--- config.mk ---
export PLATFORM = sky130hd
export DESIGN_NAME = layer_engine
export DESIGN_NICKNAME = d
export VERILOG_FILES = /design/src/rtl/layer_engine.sv
export SDC_FILE = /design/constraint.sdc
export NUM_CORES = 1
export LEC_CHECK = 0
export ABC_CLOCK_PERIOD_IN_PS = 6900
export BUFFER_PORTS_ARGS = -buffer_cell sky130_fd_sc_hd__buf_2
export CAP_MARGIN = 20
export CORE_UTILIZATION = 25
export DETAILED_ROUTE_END_ITERATION = 8
export PLACE_DENSITY = 0.46
export SLEW_MARGIN = 20
export SYNTH_ARGS = -nofsm -noshare
export SYNTH_HDL_FRONTEND = slang
export SYNTH_SLANG_ARGS = --single-unit
--- constraint.sdc ---
create_clock -name clk -period 6.9 [get_ports clk]
set_input_delay 0 -clock clk [delete_from_list [all_inputs] [get_ports clk]]
set_output_delay 0 -clock clk [all_outputs]
set_load 0.02 [all_outputs]
--- src/rtl/layer_engine.sv ---
// layer_engine: one dense-layer neuron pass.
// Streams N_INPUTS pixel/weight beats into a signed multiply-accumulate,
// adds a bias, then saturates the sum to OUT_W bits and hands it downstream.
// Optional build macro: LAYER_ENGINE_RELU_EN. When it is defined, negative
// sums are clamped to zero before saturation.
module layer_engine #(
    parameter int N_INPUTS = 784,
    parameter int ACC_W    = 32,
    parameter int OUT_W    = 16
) (
    input  logic                    clk,
    input  logic                    reset,
    input  logic                    layer_en,
    input  logic                    in_valid,
    output logic                    in_ready,
    input  logic [7:0]              in_pixel,
    input  logic signed [7:0]       in_weight,
    input  logic signed [15:0]      bias,
    output logic [9:0]              in_idx,
    output logic                    out_valid,
    input  logic                    out_ready,
    output logic signed [OUT_W-1:0] out_data,
    output logic                    layer_done,
    output logic                    busy
);

    typedef enum logic [2:0] {
        S_IDLE = 3'd0,
        S_RUN  = 3'd1,
        S_BIAS = 3'd2,
        S_OUT  = 3'd3,
        S_DONE = 3'd4
    } state_t;

    localparam logic [9:0] LAST_IDX = 10'(N_INPUTS - 1);
    localparam logic signed [ACC_W-1:0] SAT_MAX = {{(ACC_W-OUT_W+1){1'b0}}, {(OUT_W-1){1'b1}}};
    localparam logic signed [ACC_W-1:0] SAT_MIN = {{(ACC_W-OUT_W+1){1'b1}}, {(OUT_W-1){1'b0}}};

    // Clamp a full-width sum into the signed OUT_W range.
    function automatic logic signed [OUT_W-1:0] sat_out(input logic signed [ACC_W-1:0] v);
        logic signed [OUT_W-1:0] r;
        if (v > SAT_MAX) begin
            r = SAT_MAX[OUT_W-1:0];
        end else if (v < SAT_MIN) begin
            r = SAT_MIN[OUT_W-1:0];
        end else begin
            r = v[OUT_W-1:0];
        end
        return r;
    endfunction

    state_t                  state_r;
    state_t                  state_s;
    logic                    en_prev_r;
    logic                    armed_r;
    logic signed [ACC_W-1:0] acc_r;
    logic [9:0]              idx_r;
    logic signed [OUT_W-1:0] out_data_r;

    logic                    start_s;
    logic                    xfer_s;
    logic signed [16:0]      prod_s;
    logic signed [ACC_W-1:0] prod_ext_s;
    logic signed [ACC_W-1:0] sum_s;
    logic signed [ACC_W-1:0] sum_act_s;

    // armed_r masks the first cycle after reset so a level already high at release is not an edge.
    assign start_s    = layer_en & ~en_prev_r & armed_r;
    assign xfer_s     = in_valid & (state_r == S_RUN);
    assign prod_s     = $signed({1'b0, in_pixel}) * in_weight;
    assign prod_ext_s = {{(ACC_W-17){prod_s[16]}}, prod_s};

    // Bias add and optional rectification ahead of saturation.
    always_comb begin
        sum_s = acc_r + {{(ACC_W-16){bias[15]}}, bias};
`ifdef LAYER_ENGINE_RELU_EN
        if (sum_s[ACC_W-1]) begin
            sum_act_s = {ACC_W{1'b0}};
        end else begin
            sum_act_s = sum_s;
        end
`else
        sum_act_s = sum_s;
`endif
    end

    // State register.
    always_ff @(posedge clk) begin
        if (reset) begin
            state_r <= S_IDLE;
        end else begin
            state_r <= state_s;
        end
    end

    // Next-state logic; dropping layer_en aborts only while accumulating.
    always_comb begin
        state_s = state_r;
        case (state_r)
            S_IDLE: begin
                if (start_s) state_s = S_RUN;
                else         state_s = S_IDLE;
            end
            S_RUN: begin
                if (!layer_en)                           state_s = S_IDLE;
                else if (xfer_s && (idx_r == LAST_IDX))  state_s = S_BIAS;
                else                                     state_s = S_RUN;
            end
            S_BIAS: begin
                if (!layer_en) state_s = S_IDLE;
                else           state_s = S_OUT;
            end
            S_OUT: begin
                if (out_ready) state_s = S_DONE;
                else           state_s = S_OUT;
            end
            S_DONE:  state_s = S_IDLE;
            default: state_s = S_IDLE;
        endcase
    end

    // Datapath: edge detector, accumulator, beat index and result register.
    always_ff @(posedge clk) begin
        if (reset) begin
            en_prev_r  <= 1'b0;
            armed_r    <= 1'b0;
            acc_r      <= {ACC_W{1'b0}};
            idx_r      <= 10'd0;
            out_data_r <= {OUT_W{1'b0}};
        end else begin
            en_prev_r <= layer_en;
            armed_r   <= 1'b1;
            case (state_r)
                S_IDLE: begin
                    if (start_s) begin
                        acc_r <= {ACC_W{1'b0}};
                        idx_r <= 10'd0;
                    end
                end
                S_RUN: begin
                    if (!layer_en) begin
                        acc_r <= {ACC_W{1'b0}};
                        idx_r <= 10'd0;
                    end else if (xfer_s) begin
                        acc_r <= acc_r + prod_ext_s;
                        idx_r <= (idx_r == LAST_IDX) ? 10'd0 : idx_r + 10'd1;
                    end
                end
                S_BIAS: begin
                    acc_r <= {ACC_W{1'b0}};
                    idx_r <= 10'd0;
                    if (layer_en) begin
                        out_data_r <= sat_out(sum_act_s);
                    end
                end
                default: begin
                    acc_r <= acc_r;
                end
            endcase
        end
    end

    assign in_ready   = (state_r == S_RUN);
    assign out_valid  = (state_r == S_OUT);
    assign layer_done = (state_r == S_DONE);
    assign busy       = (state_r != S_IDLE);
    assign in_idx     = idx_r;
    assign out_data   = out_data_r;

endmodule

# Word level (Yosys, flattened, before mapping)

Cells that the tools add are included.
Widths: inputs -> output; s select.

Register bits after elaboration: 63
Latch bits: 0
Memory bits (writable): 0
ROM bits: 0
Input bits: 37
Memories: 0

$add $sub $neg: 3
$mul: 1
Div/mod/pow operators: 0
Order comparisons: 2
Equality and inequality tests: 7
Shift operators: 0
Mux-type cells: 18
Bitwise operators: 4
Reduce and logical (&&, ||, !) cells: 6

Operator list:

| cell                  | number |
|---|---|
| $mux 32               | 3 |
| $pmux 32 s3           | 1 |
| $mux 10               | 4 |
| $add 32x17->32        | 1 |
| $add 32x32->32        | 1 |
| $gt 32x16->1 const B  | 1 |
| $lt 32x16->1 const B  | 1 |
| $mux 16               | 2 |
| $pmux 10 s3           | 1 |
| $mul 9x8->17          | 1 |
| $pmux 3 s4            | 1 |
| $add 10x1->10 const B | 1 |
| $eq 10x10->1 const B  | 1 |
| $eq 3x2->1 const B    | 2 |
| $mux 2                | 3 |
| $reduce_bool 3->1     | 2 |
| $and 1x1->1           | 3 |
| $eq 3x1->1 const B    | 1 |
| $eq 3x3->1 const B    | 1 |
| $logic_not 3->1       | 1 |
| $mux 3                | 1 |
| $ne 3x2->1 const B    | 1 |
| $reduce_and 3->1      | 1 |
| $mux 1                | 2 |
| 4 further kinds       | 4 |

# Depth between registers and ports, before layout

Gate-level depths: netlist (run 1).

Word-level depth: 6
Mapped depth: 22
Depth with buffers taken out: 21

# Least setup slack after synthesis (run 1)

OpenSTA, ideal clock, no wires.

Path kind: register -> register
Start point: register acc_r[4]
End point: register acc_r[30]
Arrival time: 4824 ps
Required time: 6783 ps
Setup slack: 1959 ps
Cell stages (with the launch flop): 22
Path buffers: 0
Clock period less this slack: 4941 ps
Cells stage by stage: dfxtp_1 -> inv_1 -> fa_1 -> inv_1 -> fa_1 -> ha_1 -> inv_1 -> fa_1 -> inv_1 -> ha_1 -> ha_1 -> fa_1 -> a21o_1 -> a21o_1 -> a21oi_1 -> o21ai_0 -> o21a_1 -> o211ai_1 -> nand2_1 -> a41oi_1 -> mux2i_1 -> nand2_1

Longest elaborated chain between the ends: 4

RTL lines:

| what                   | line | text |
|---|---|---|
| start, declared        | 56   | `logic signed [ACC_W-1:0] acc_r;` |
| start signal, assigned | 127  | `acc_r <= {ACC_W{1'b0}};` |
| start signal, assigned | 136  | `acc_r <= {ACC_W{1'b0}};` |
| start signal, assigned | 142  | `acc_r <= {ACC_W{1'b0}};` |
| $add 32x17->32         | 145  | `acc_r <= acc_r + prod_ext_s;` |
| $mux 32                | 144  | `end else if (xfer_s) begin` |
| $mux 32                | 141  | `if (!layer_en) begin` |
| $pmux 32 s3            | 133  | `case (state_r)` |

Every way passes these cells. The select of a mux whose other input is x is not followed.
A chain may end at the register's enable or synchronous reset.

# Final worst setup path (run 1)

Ends and elaborated chain as after synthesis.

==> key figures, run 1 <==
Worst setup path
  – Reg2reg end: acc_r[30]$_SDFFE_PP0P_
  – R2R setup slack: 1.47 ns
  – Critical path depth: 21
  – Kind of critical path: reg -> reg
  – WP data required: between 7 and 8 ns
  – WP data arrival: 5.66 ns
  – Worst Path Buf+Inv: 4
  – Max stage delay cell, worst path: fa_1
  – Family with the most delay on the worst path: adder cells
  – Crit path launch type: flop
  – Worst r2r path cells: 21
  – CP max stage delay: 0.53 ns
  – Critical-path cell list: inv_1 > fa_1 > inv_1 > fa_1 > ha_1 > inv_1 > fa_1 > inv_1 > ha_1 > ha_1 > fa_1 > a21o_1 > a21o_1 > a21oi_1 > o21ai_0 > o21a_1 > o211ai_1 > nand2_1 > a41oi_1 > mux2i_1 > nand2_1
  – CP endpoint kind: flop
  – Worst r2r src: acc_r[4]$_SDFFE_PP0P_
  – Worst-path maximum fanout: 4

Routing
  – DRC errors left: 0
  – Overall routed net length: 22.0 mm
  – Post-route ant nets: 0
  – Initial drt markers: around 380
  – Vias: 7144
  – Total iterations of the first detailed-routing run: 5
  – Post-DR wirelength/cell: 14.7 um
  – DR vias/cell: 4.77

Worst hold path
  – HP Start: bias[0]
  – Worst Hold Depth: 4
  – Hold WC Path Type: in -> reg
  – Hold worst-path end: out_data[0]$_SDFFE_PP0P_

Layout
  – Diodes inserted: 0
  – Nets: 1279
  – Multi-input logic area: 6650 sq um
  – Filler cell count: 3519
  – Final non-filler cell total: 1497
  – Util after Layout: between 20% and 30%
  – Area delta synth->final: 13.6%
  – Layout cells sized above 1: about a tenth
  – Storage cell area: between 1000 and 1500 sq um

Synth
  – Gate count after technology mapping: 996
  – Fraction of registers with async set/reset: 0%
  – Share of Yosys cell area claimed by the top area cell type: 21.1%
  – Average size of a mapped cell: 8.35 sq um
  – Seq/Total Area, Yosys: 15.2%
  – Synth top area cells: ha_1, dfxtp_1, fa_1
  – Synth area leader: ha_1
  – Top_reg_cell synth: dfxtp_1
  – Synth Warn #: 0
  – Seq cells post-synth: 63
  – Synthesized area: ~8300 sq um
  – Yosys cell types: 64
  – Synth Net Count: 1225
  – Number of synthesized flops with an enable pin: 0

Global route
  – Initial antenna violation count: 0
  – Grt ovf: 0
  – First-pass GRT wire length: 35.6 mm
  – Total track usage: a little over an eighth
  – Largest net degree at the start of global routing: 61
  – Number of global-route vias before repair: 6780

Power and ir drop
  – LEAKAGE: 4.69 nW
  – Power Total: 1.64 mW
  – Power per cell area: 174 nW/um^2
  – Maximum VDD drop: 0.116 mV

CTS
  – Root buf cell: clkbuf_16
  – CTS tree: yes
  – Clk slew on worst S/H paths: 0.06 ns
  – H-tree levels: 3
  – Longest Clk Path Bufs: 2
  – Clock Sinks: 63
  – Total CTS buffers: 9
  – Worst skew pair latency: 0.35 ns
  – CTS resizes: 0

STA
  – Final period util: 78.7%
  – Final Hold Vio Count: 0
  – Worst hold slack: about 0.043 ns
  – Achievable frequency: 184 MHz
  – Final min period: around 5.4 ns
  – Worst Tran Pin Value: 1.06 ns
  – Final Skew: just under 0.01 ns
  – Max-slew headroom: 29.0%
  – RSZ-0062 raised after global routing: no
  – # setup viols final: 0
  – Final slew viol count: 0
  – Setup TNS: 0 ns

Run status
  – Outcome: finished clean

Die
  – Die Area: 34000 sq um
  – Chip height: ~180 um
  – CORE AREA: 32600 sq um
  – Top Ports: 67
  – Site Rows: 66
  – Chip width: 184 um
  – Starting Density: 25.5%

Placement
  – Placed Instances: about 1.5k
  – Post-detail-place hpwl: 18.1 mm
  – PortBufs: 66
  – Routability Congestion: 0.810

Flow run
  – Max cap viols: 0
-- area by class of cell --
type / instances / area share (%)
clock buffer: 9 / 2.38
tap: 442 / 5.86
sequential: 63 / 13.4
inverter: 76 / 3.02
clock inverter: 7 / 1.06
timing repair buffer: 70 / 3.89
multi-input combinational: 830 / 70.4
-- registers in the layout, summed over array words and instances, names as in the netlist --
signal	flops
acc_r	32
armed_r	1
en_prev_r	1
in_idx	10
out_data	16
state_r	3
-- cells by family after synthesis --
family,count (synthesis),synth area share (%)
fa+ha+maj,192,33.6
xor+xnor,56,5.90
buf+inv,103,4.95
compound gates,249,20.7
simple gates,331,19.4
flops,63,15.2
mux,2,0.241
-- power breakdown --
group          switching (mW)  total, mW  internal [mW]  leakage (nW)
Clock                   0.187      0.507          0.321         0.161
Combinational           0.433      0.759          0.326          4.02
Sequential            0.00603      0.375          0.369         0.508
Total                   0.626       1.64           1.02          4.69
-- stage by stage --
stage | cell area, sq um | setup WS (ns)
CTS | 9440 | 1.42
global placement | 9090 | 1.39
finish | 9450 | 1.47
detailed placement | 9100 | 1.41
global route | 9450 | 1.13
floorplan | 8320 | 1.96
-- synthesized netlist by cell type (all sizes together), types with 5 or more instances --
master  count
dfxtp      63
and2       38
clkbuf     22
or3        23
nor2       94
inv        76
o32ai      16
and3       14
xnor2      29
nand2      82
ha        140
xor2       27
o21ai      46
o211ai      6
buf         5
nor2b       8
nand3      20
fa         52
o21bai      5
a211oi      9
nand2b     13
nand4       8
a21oi      58
a21o       42
nor3       13
a22oi      20
o31ai       5
-- metal layers --
metal | share of wire, % | track usage (%) | vias to the layer above
met5 | 0 | 0 | -
met4 | 1.2 | 3.67 | 0
met3 | 3.3 | 1.64 | 16
met2 | 44 | 20.5 | 98
met1 | 52 | 18.9 | 3359
li1 | - | - | 3671
-- timing repair --
item / in CTS / in global routing
hold endpoints to repair: 2 / 0
setup buffers: 0 / 0
hold buffers: 2 / 0
-- placed cells by master, fill, tap and decap left out, types with 3 or more instances in the layout --
master     netlist  layout
fa_1            52      52
a221o_1          3       3
nor2_1          94      93
nor4_1           3       3
a31oi_1          4       4
or2_2            4       4
nand3_1         20      20
nand2b_1        13      13
o21ai_0         42      42
nor3b_1          3       3
a31o_2           3       3
inv_6            0       4
o21bai_1         5       5
a22oi_1         20      20
a21boi_0         3       3
xnor2_1         29      29
or3_1           23      23
a211oi_1         7       7
xor2_1          27      27
o211ai_1         6       6
nand4_1          8       8
a311oi_1         4       4
and3_1          14      14
o32ai_1         16      16
and2_1          38      38
a21oi_1         56      56
nor3_1          13      13
ha_1           140     140
o311ai_0         3       3
o21a_1           4       4
nand2_1         81      81
nor2b_1          8       8
buf_4            0       3
o31ai_1          5       5
inv_1           76      76
a21o_1          42      42
dfxtp_1         63      63
buf_2            2      65
clkbuf_16        0       9
-- worst min-delay path, stage by stage --
cell     delay, ns
buf_2         0.08
ha_1          0.12
nand2_1       0.04
o32ai_1       0.10
-- worst max path at each step --
stage / from / endpoint
2_1_floorplan: acc_r[4]$_SDFFE_PP0P_ / acc_r[30]$_SDFFE_PP0P_
3_3_place_gp: in_weight[7] / acc_r[31]$_SDFFE_PP0P_
3_5_place_dp: in_weight[7] / acc_r[31]$_SDFFE_PP0P_
4_1_cts: acc_r[4]$_SDFFE_PP0P_ / acc_r[30]$_SDFFE_PP0P_
5_1_grt: acc_r[4]$_SDFFE_PP0P_ / acc_r[30]$_SDFFE_PP0P_
6_report: acc_r[4]$_SDFFE_PP0P_ / acc_r[30]$_SDFFE_PP0P_
Note: power is estimated with default switching activity, not from simulation.
==> run 2, diff against run 1 <==
- ABC_CLOCK_PERIOD_IN_PS: 6900 -> 4600
- PLACE_DENSITY: 0.46 -> 0.47
- clock period: 6.9 -> 4.6 ns (I/O delays scaled with it)
==> run 2 against run 1 <==
The run now ends with negative setup slack left. First-iteration DRC count grew 4.7%. Fmax increased by 15%. Hold slack improved by 0.026 ns. Non-clock buffer count grew 57. Count of clock-buffer cells in the layout increased by 1. Via count rose by 3.7%. Final cell count grew 3.8%. Total power is 71% higher. Routed wire length increased by 5.7%. Global-route usage rose by 0.85 points. Critical path depth is 2 lower. Sequential share of layout area down 0.80 points. Critical path type unchanged. Critical endpoint unchanged. Highest routed layer unchanged.
==> key figures, run 2 (synthesis gave the netlist of run 1 again) <==
Run status
  – Outcome: finished, violations left
  – Failing checks: negative setup slack

Routing
  – Initial drt markers: 402 (+4.7%)
  – Overall routed net length: 23.2 mm (+5.7%)
  – DRC errors left: 0 (unchanged)
  – Post-DR wirelength/cell: 15.0 um (+1.8%)
  – Vias: 7405 (+3.7%)
  – Post-route ant nets: 0 (unchanged)
  – DR vias/cell: 4.77 (-0.15%)
  – Total iterations of the first detailed-routing run: 4 (-1)

STA
  – Final slew viol count: 0 (unchanged)
  – # setup viols final: 7 (+7)
  – RSZ-0062 raised after global routing: yes
  – Final min period: 4.72 ns (-0.707 ns)
  – Worst Tran Pin Value: 0.699 ns (-0.363 ns)
  – Max-slew headroom: 53.4% (+24 points)
  – Achievable frequency: 212 MHz (+15%)
  – Final Skew: 0.00692 ns (-0.00303 ns)
  – Worst hold slack: 0.0682 ns (+0.0257 ns)
  – Final period util: 103% (+24 points)
  – Final Hold Vio Count: 0 (unchanged)
  – Setup ws final: -0.121 ns (-1.59 ns)

Placement
  – Routability Congestion: 0.805 (-0.56%)
  – Post-detail-place hpwl: 19.1 mm (+5.3%)
  – PortBufs: 66 (unchanged)

Global route
  – Initial antenna violation count: 1 (+1)
  – Largest net degree at the start of global routing: 44 (-28%)
  – Number of global-route vias before repair: 7098 (+4.7%)
  – Grt ovf: 0 (unchanged)
  – First-pass GRT wire length: 37.8 mm (+6.1%)
  – Total track usage: 14.0% (+0.85 points)

CTS
  – Clk slew on worst S/H paths: 0.06 ns (about the same)
  – Worst skew pair latency: 0.33 ns (-0.02 ns)
  – H-tree levels: 3 (unchanged)
  – Total CTS buffers: 9 (unchanged)
  – Clock Sinks: 63 (unchanged)
  – CTS tree: yes
  – Longest Clk Path Bufs: 2 (unchanged)
  – Root buf cell: clkbuf_16

Worst setup path
  – Max stage delay cell, worst path: fa_2
  – Worst-path maximum fanout: 4 (unchanged)
  – R2R setup slack: -0.12 ns (-1.59 ns)
  – Worst setup path endpoint: acc_r[30]$_SDFFE_PP0P_
  – CP endpoint kind: flop
  – Kind of critical path: reg -> reg
  – WP data required: 4.82 ns (-2.31 ns)
  – Critical-path cell list: inv_2 > fa_1 > inv_1 > fa_1 > inv_1 > fa_1 > inv_2 > fa_2 > fa_2 > ha_4 > a21o_1 > a21oi_2 > o21ai_2 > o21a_1 > o211ai_1 > nand2_2 > a41oi_2 > mux2i_1 > nand2_1
  – Worst r2r src: acc_r[6]$_SDFFE_PP0P_
  – Cell mode on critical path: fa_1
  – Worst r2r path cells: 19 (-9.5%)
  – WP data arrival: 4.94 ns (-0.72 ns)
  – CP max stage delay: 0.56 ns (+0.03 ns)
  – Worst Path Buf+Inv: 4 (unchanged)
  – Crit path from: acc_r[6]$_SDFFE_PP0P_
  – Family with the most delay on the worst path: adder cells
  – Reg2reg end: acc_r[30]$_SDFFE_PP0P_
  – Crit path launch type: flop
  – Critical path depth: 19 (-9.5%)

Die
  – Site Rows: 66 (unchanged)
  – Top Ports: 67 (unchanged)
  – CORE AREA: 32600 sq um (unchanged)
  – Chip width: 184 um (unchanged)
  – Die Area: 34000 sq um (unchanged)
  – Starting Density: 25.5% (unchanged)
  – Chip height: 184 um (unchanged)

Layout
  – Commonest cells after routing, fill and taps aside: ha_1, nor2_1, nand2_1, inv_1, buf_2
  – Area delta synth->final: 21.2%
  – Largest Register: acc_r
  – Diodes inserted: 0 (unchanged)
  – Layout cells sized above 1: 18.3% (+8.6 points)
  – Max reg flops: 32 (unchanged)
  – Commonest non-fill, non-tap cell in the layout: ha_1
  – Nets: 1336 (+4.5%)

Power and ir drop
  – Power Total: 2.80 mW (+71%)
  – Power per cell area: 278 nW/um^2 (+60%)
  – LEAKAGE: 4.97 nW (+6.0%)
  – Maximum VDD drop: 0.204 mV (+76%)

Worst hold path
  – Hold WC Path Type: in -> reg
  – Worst Hold Depth: 2 (-2)

Flow run
  – Max cap viols: 0 (unchanged)
[run 2: cell types whose count changed in the layout (fill, tap and decap cells not counted), moves of 5 or more]
cell	change
a21oi_1	-10
a21oi_2	+9
buf_4	+55
ha_1	-8
ha_4	+8
inv_1	-5
o21ai_0	-14
o21ai_1	+9
o21ai_2	+5
[run 2: layout make-up]
type,instances,area [sq um]
Clock buffer,10,229
Tap cell,442,553
Sequential cell,63,1270
Multi-Input combinational cell,830,6880
Clock inverter,6,61.3
Inverter,76,289
Fill cell,3503,22500
Timing Repair Buffer,127,806
[run 2: worst min-delay path by stage]
| stage | from | endpoint | slack, ns |
|---|---|---|---|
| finish | reset | in_idx[9]$_SDFFE_PP0P_ | 0.07 |
| global placement | out_ready | state_r[2]$_SDFF_PP0_ | 0.25 |
| floorplan | reset | armed_r$_DFF_P_ | 0.11 |
| detailed placement | out_ready | state_r[2]$_SDFF_PP0_ | 0.26 |
| global route | reset | in_idx[9]$_SDFFE_PP0P_ | 0.08 |
| CTS | reset | in_idx[9]$_SDFFE_PP0P_ | 0.06 |
[run 2: metal layers]
metal  track usage, %  up-vias  wire (um)
li1                 -     3778          -
met1             21.1     3509      12300
met2             21.1      107       9900
met3             1.48       11        838
met4             3.17        0        261
met5                0        -          0
[run 2: worst reg2reg max path, cell delays in order (launching register included)]
cell and delay (ns):
dfxtp_2 0.34, inv_2 0.04, fa_1 0.47, inv_1 0.05, fa_1 0.48, inv_1 0.05
fa_1 0.49, inv_2 0.04, fa_2 0.35, fa_2 0.56, ha_4 0.21, a21o_1 0.21
a21oi_2 0.17, o21ai_2 0.08, o21a_1 0.21, o211ai_1 0.27, nand2_2 0.17, a41oi_2 0.18
mux2i_1 0.20, nand2_1 0.06
[run 2: power by group]
group	switching, mW	internal (mW)	total [mW]
clock network	0.264	0.418	0.682
logic	0.788	0.772	1.56
registers	0.00860	0.554	0.563
[run 2: through the flow]
step / std cells / setup WS [ns] / setup TNS [ns] / area, sq um / util (%)
floorplan: 996 / -0.00818 / -0.00818 / 8420 / -
global placement: 1528 / -0.400 / -3.96 / 9580 / 29.4
detailed placement: 1528 / -0.500 / -4.76 / 9580 / 29.4
CTS: 1547 / -0.287 / -1.24 / 9960 / 30.5
global route: 1554 / -0.323 / -2.78 / 10100 / 30.9
finish: 1554 / -0.121 / -0.549 / 10100 / 30.9
[run 2: repair_timing]
action / in CTS / in global routing
hold buffers: 2 / 0
resized for setup: 26 / 17
setup buffers: 1 / 6
setup endpoints to repair: 16 / 17
pin swaps: 32 / 31
endpoints found under the hold margin: 2 / 0
